$ cat config.mk
export PLATFORM = sky130hd
export DESIGN_NAME = data_mem_arbiter
export DESIGN_NICKNAME = d
export VERILOG_FILES = /design/src/rtl/data_mem_arbiter.sv
export SDC_FILE = /design/constraint.sdc
export NUM_CORES = 1
export LEC_CHECK = 0
export ABC_AREA = 1
export ABC_CLOCK_PERIOD_IN_PS = 1570
export BUFFER_PORTS_ARGS = -buffer_cell sky130_fd_sc_hd__buf_4
export CAP_MARGIN = 20
export CORE_MARGIN = 10
export CORE_UTILIZATION = 38
export CTS_CLUSTER_DIAMETER = 30
export CTS_CLUSTER_SIZE = 8
export DETAILED_ROUTE_END_ITERATION = 10
export MAX_ROUTING_LAYER = met4
export PLACE_DENSITY = 0.78
export SYNTH_ARGS = -nofsm -noshare
export SYNTH_HDL_FRONTEND = slang
export SYNTH_SLANG_ARGS = --single-unit
$ cat constraint.sdc
create_clock -name Clkk -period 1.57 [get_ports Clkk]
set_clock_uncertainty 0.1 [all_clocks]
set_input_delay 0.2355 -clock Clkk [delete_from_list [all_inputs] [get_ports Clkk]]
set_output_delay 0.2355 -clock Clkk [all_outputs]
set_load 0.02 [all_outputs]
$ cat src/rtl/data_mem_arbiter.sv
// data_mem_arbiter: shares one single-port data memory between the MEM
// pipeline stage and an external loader/debug port. The pipeline normally
// has priority. With ARB_STARVE_GUARD_EN defined, a starvation counter
// forces an external slot after STARVE_LIMIT consecutive refused cycles.
// Without the macro, the external port only gets cycles the pipeline leaves idle.
module data_mem_arbiter #(
    parameter int STARVE_LIMIT = 4,
    parameter int AW           = 8,
    parameter int DW           = 8
) (
    input  logic          Clkk,
    input  logic          Rst,
    input  logic          pipe_en,
    input  logic          pipe_rw,
    input  logic [AW-1:0] pipe_addr,
    input  logic [DW-1:0] pipe_wdata,
    input  logic          ext_req,
    input  logic          ext_rw,
    input  logic [AW-1:0] ext_addr,
    input  logic [DW-1:0] ext_wdata,
    output logic          mem_en,
    output logic          mem_rw,
    output logic [AW-1:0] mem_addr,
    output logic [DW-1:0] mem_wdata,
    input  logic [DW-1:0] mem_rdata,
    output logic          pipe_stall,
    output logic [DW-1:0] pipe_rdata,
    output logic          pipe_rvalid,
    output logic          ext_gnt,
    output logic          ext_done,
    output logic [DW-1:0] ext_rdata
);

    typedef enum logic [1:0] {
        OWN_NONE = 2'd0,
        OWN_PIPE = 2'd1,
        OWN_EXT  = 2'd2
    } owner_t;

    owner_t        r_owner;
    owner_t        w_owner_nxt;
    logic          r_rd;
    logic          w_rd_nxt;
    logic          w_pipe_win;
    logic          w_ext_win;
    logic          w_starved;
    logic [DW-1:0] r_pipe_rdata;
    logic [DW-1:0] r_ext_rdata;

`ifdef ARB_STARVE_GUARD_EN
    localparam int CW = (STARVE_LIMIT > 0) ? $clog2(STARVE_LIMIT + 1) : 1;

    logic [CW-1:0] r_starve_cnt;

    assign w_starved = (r_starve_cnt == CW'(STARVE_LIMIT));

    // Starvation counter: counts refused ext cycles, cleared on grant or withdrawal.
    always_ff @(posedge Clkk) begin
        if (Rst) begin
            r_starve_cnt <= CW'(0);
        end else if (!ext_req || w_ext_win) begin
            r_starve_cnt <= CW'(0);
        end else if (!w_starved) begin
            r_starve_cnt <= r_starve_cnt + CW'(1);
        end else begin
            r_starve_cnt <= r_starve_cnt;
        end
    end
`else
    assign w_starved = 1'b0;
`endif

    // Arbitration: pick at most one winner this cycle; nobody wins during reset.
    always_comb begin
        w_ext_win  = 1'b0;
        w_pipe_win = 1'b0;
        if (Rst) begin
            w_ext_win  = 1'b0;
            w_pipe_win = 1'b0;
        end else begin
            w_ext_win  = ext_req && (!pipe_en || w_starved);
            w_pipe_win = pipe_en && !w_ext_win;
        end
    end

    // Memory drive and requester handshakes follow the winner; idle bus is all zero.
    always_comb begin
        mem_en     = 1'b0;
        mem_rw     = 1'b0;
        mem_addr   = {AW{1'b0}};
        mem_wdata  = {DW{1'b0}};
        ext_gnt    = w_ext_win;
        pipe_stall = w_ext_win && pipe_en;
        if (w_pipe_win) begin
            mem_en    = 1'b1;
            mem_rw    = pipe_rw;
            mem_addr  = pipe_addr;
            mem_wdata = pipe_wdata;
        end else if (w_ext_win) begin
            mem_en    = 1'b1;
            mem_rw    = ext_rw;
            mem_addr  = ext_addr;
            mem_wdata = ext_wdata;
        end else begin
            mem_en    = 1'b0;
        end
    end

    // Owner next-state: the owner of the following cycle is this cycle's winner.
    always_comb begin
        w_owner_nxt = OWN_NONE;
        w_rd_nxt    = 1'b0;
        if (w_pipe_win) begin
            w_owner_nxt = OWN_PIPE;
            w_rd_nxt    = !pipe_rw;
        end else if (w_ext_win) begin
            w_owner_nxt = OWN_EXT;
            w_rd_nxt    = !ext_rw;
        end else begin
            w_owner_nxt = OWN_NONE;
            w_rd_nxt    = 1'b0;
        end
    end

    // Owner state register; reset drops any access still in flight.
    always_ff @(posedge Clkk) begin
        if (Rst) begin
            r_owner <= OWN_NONE;
            r_rd    <= 1'b0;
        end else begin
            r_owner <= w_owner_nxt;
            r_rd    <= w_rd_nxt;
        end
    end

    // Completion strobes for the access issued last cycle, suppressed during reset.
    always_comb begin
        pipe_rvalid = 1'b0;
        ext_done    = 1'b0;
        case (r_owner)
            OWN_PIPE: pipe_rvalid = r_rd && !Rst;
            OWN_EXT:  ext_done    = !Rst;
            OWN_NONE: pipe_rvalid = 1'b0;
            default:  pipe_rvalid = 1'b0;
        endcase
    end

    // Capture returning read data for whichever requester owns the memory.
    always_ff @(posedge Clkk) begin
        if (Rst) begin
            r_pipe_rdata <= {DW{1'b0}};
            r_ext_rdata  <= {DW{1'b0}};
        end else begin
            if (r_owner == OWN_PIPE && r_rd) begin
                r_pipe_rdata <= mem_rdata;
            end else begin
                r_pipe_rdata <= r_pipe_rdata;
            end
            if (r_owner == OWN_EXT && r_rd) begin
                r_ext_rdata <= mem_rdata;
            end else begin
                r_ext_rdata <= r_ext_rdata;
            end
        end
    end

    assign pipe_rdata = r_pipe_rdata;
    assign ext_rdata  = r_ext_rdata;

endmodule
==> implementation parameters <==
Parameter                              Value

Worst setup path
  Type of origin of the critical path    register
  Terminus of the critical flop-to-flop path    pipe_rdata[7]$_SDFFE_PP0P_
  Slack of the worst reg-to-reg path    between 400 and 500 ps
  Critical path class    reg -> out
  Critical path capture point type    output pin
  Arrival time of the worst setup path    about 1100 ps
  CP max FO    2
  R2r startpoint    r_owner[1]$_SDFF_PP0_
  Depth of the most critical reg-to-reg path    6
  Required time reported for the critical path endpoint    1230 ps

Placed design
  Number of placed instances, taps included    280
  Cell Area, Placed    1660 um2
  Weighted congestion reported at the end of routability-driven placement    0.787
  Quantity of I/O buffers inserted on ports    a little over 80
  HPWL after detailed placement    2920 um
  Post-Place Worst Slack    218 ps

Synth
  Number of register bits inferred by synthesis    19
  Synthesized area per cell    6.18 um2
  Post-synthesis share of cell area spent on full adders, half adders and majority gates    0
  Mux share of post-synthesis cell area    0
  Sequential-to-total area share from yosys stat    0.358
  Cell Area, Synth    between 1000 and 1500 um2
  Distinct cells, synth    15
  Largest family of logic cells by synthesized area    simple AND/OR/NAND/NOR gates
  Post-synthesis share of cell area spent on xor and xnor gates    0
  Total number of yosys warnings    0
  Post-synthesis compound-gate area fraction    0.00588
  Mapped Cells    172
  Syn_nets    218
  Simple logic cell fraction of the synthesized area    0.485

GRT
  Total routing resource utilization after global routing    0.139
  Antenna violations before repair    0
  Maximum number of pins on one net before global-route repair    19
  Global-route wire length before repair    5810 um
  Remaining global-route overflow    0
  Vias in the first global route    1305

Clock network
  CTS tree    yes
  Clock-pin slew of the registers on the worst-case setup and hold paths    110 ps
  Number of CTS-inserted buffers    3
  Clock latency reported for the late side of the worst-skew pair    290 ps
  Clock Sink Count    19
  Root Buffer Master    clkbuf_4
  CTS Buffer Depth    2
  H-tree level count    1

Final layout
  Most frequent standard cell in the layout excluding fill and tap cells    buf_4
  Layout filler cell count    roughly 270
  Area overhead of the layout relative to synthesis    59.2%
  Final standard cell count with taps included and fillers excluded    285
  Area occupied by multi-input gates    526 um2
  ANT cells    0
  Sequential cell area    380 um2
  Most frequent cells in the layout    buf_4, nand2_1, nor2_1, inv_1, dfxtp_1
  Proportion of layout cells with a drive suffix above 1    0.382
  Number of nets in the final layout    301
  Final non-filler cell area    between 1500 and 2000 um2

Route
  Detailed-router iteration count before antenna repair    4
  Drt initial violations    48
  Number of design rule violations left after detail routing    0
  Number of vias in the routed layout    1228
  Routed via count divided by cell count    4.31
  Total length of routed wires    3450 um
  Average wire per cell in the routed design    12.1 um
  Number of nets with antenna violations after routing    0

Power and ir drop
  Internal power    ~0.00074 W
  Worst VDD drop    0.344 mV
  Part of the power in registers    0.485
  Total net switching power    0.000302 W
  Clock share of power    0.238
  Proportion of power drawn by combinational gates    0.278
  Static leakage    about 1 nW
  Switching share of power    0.290
  PD cells    614 nW/um2
  Post-layout power    0.00104 W

Worst hold path
  Worst min-delay path endpoint    r_rd$_SDFF_PP0_
  Hold Path Stages    2
  Hold crit path type    in -> reg
  Start point of the worst hold path    ext_rw

Outcome
  Run status    completed

Floorplanning
  Floorplan die height    approximately 73 um
  Die footprint    5320 um2
  Row count    19
  Floorplan core area    roughly 2700 um2
  I/O pin count    84
  Starting utilization of the core area    0.392
  Chip Width    72.9 um

STA
  Post-layout min period    1460 ps
  Number of endpoints with negative hold slack in the final report    0
  Setup violations, final    0
  Period utilization    0.928
  Setup slack after layout    ~110 ps
  Setup TNS Final    0 ps
  Fmax achieved    0.686 GHz
  Slew Limit Fails    0
  RSZ-0062 raised after global routing    no

Job
  Maximum capacitance violations    0
-- kinds of logic (layout without fill, tap and decap cells) --
group	Yosys count	count (layout)
compound gates	1	1
other cells	1	1
simple gates	122	122
buf+inv	29	111
flops	19	19
-- state kept, by name (all words and copies together) (netlist names) --
register / cells
pipe_rdata: 8
r_rd: 1
ext_rdata: 8
r_owner: 2
-- worst max-delay path: stages, from the launching register on --
cell,delay [ps]
dfxtp_1,380
inv_1,90
nor3_1,170
buf_4,180
-- cells in the mapped netlist --
cell | instances | share of area
inv_1 | 20 | 0.071
nand3_4 | 3 | 0.049
nor3_1 | 1 | 0.0047
buf_4 | 1 | 0.0071
nand2_2 | 3 | 0.018
nand2_1 | 81 | 0.29
inv_4 | 2 | 0.012
nand2_4 | 1 | 0.011
inv_2 | 1 | 0.0035
buf_6 | 4 | 0.042
dfxtp_1 | 19 | 0.36
clkbuf_8 | 1 | 0.013
nor2_1 | 33 | 0.12
conb_1 | 1 | 0.0035
o22ai_1 | 1 | 0.0059
-- area by class of cell --
class                           instances  share of cell area
Clock buffer                            4              0.0155
Inverter                               23              0.0540
Multi-Input combinational cell        124               0.310
Sequential cell                        19               0.225
Tap cell                               31              0.0229
Timing Repair Buffer                   84               0.373
-- metal layers --
layer / wire length (um) / global-route usage
met4: 24 / 0.0380
met5: 0 / -
met3: 601 / 0.107
met1: 1480 / 0.151
met2: 1340 / 0.192
-- repair_timing --
action / CTS / global route
gates resized for setup: 0 / 0
setup endpoints to repair: 1 / 0
buffers inserted: 1 / 0
hold buffers: 0 / 0
-- worst max path at each step --
stage	from	to	slack [ps]	cells past startpoint
floorplan	r_owner[1]$_SDFF_PP0_	pipe_rvalid	280	4
global placement	Rst	mem_rw	220	7
detailed placement	Rst	mem_addr[5]	220	7
CTS	r_owner[1]$_SDFF_PP0_	ext_done	80	3
global route	r_owner[1]$_SDFF_PP0_	ext_done	40	3
finish	r_owner[1]$_SDFF_PP0_	ext_done	110	3
-- power by group through the flow --
stage | clock (W) | sequential, W | combinational (W)
2_1_floorplan | 0 | 0.000526 | 0.000122
3_3_place_gp | 0 | 0.000515 | 0.000290
3_5_place_dp | 0 | 0.000515 | 0.000292
4_1_cts | 0.000259 | 0.000504 | 0.000294
5_1_grt | 0.000280 | 0.000506 | 0.000322
6_report | 0.000247 | 0.000504 | 0.000289
-- metrics by stage --
step / hold WS (ps) / utilization
3_5_place_dp: 345 / 0.612
4_1_cts: 17.7 / 0.625
5_1_grt: 16.3 / 0.625
2_1_floorplan: 241 / -
6_report: 27.3 / 0.625
3_3_place_gp: 344 / 0.612
(Power assumes the default switching activity.)
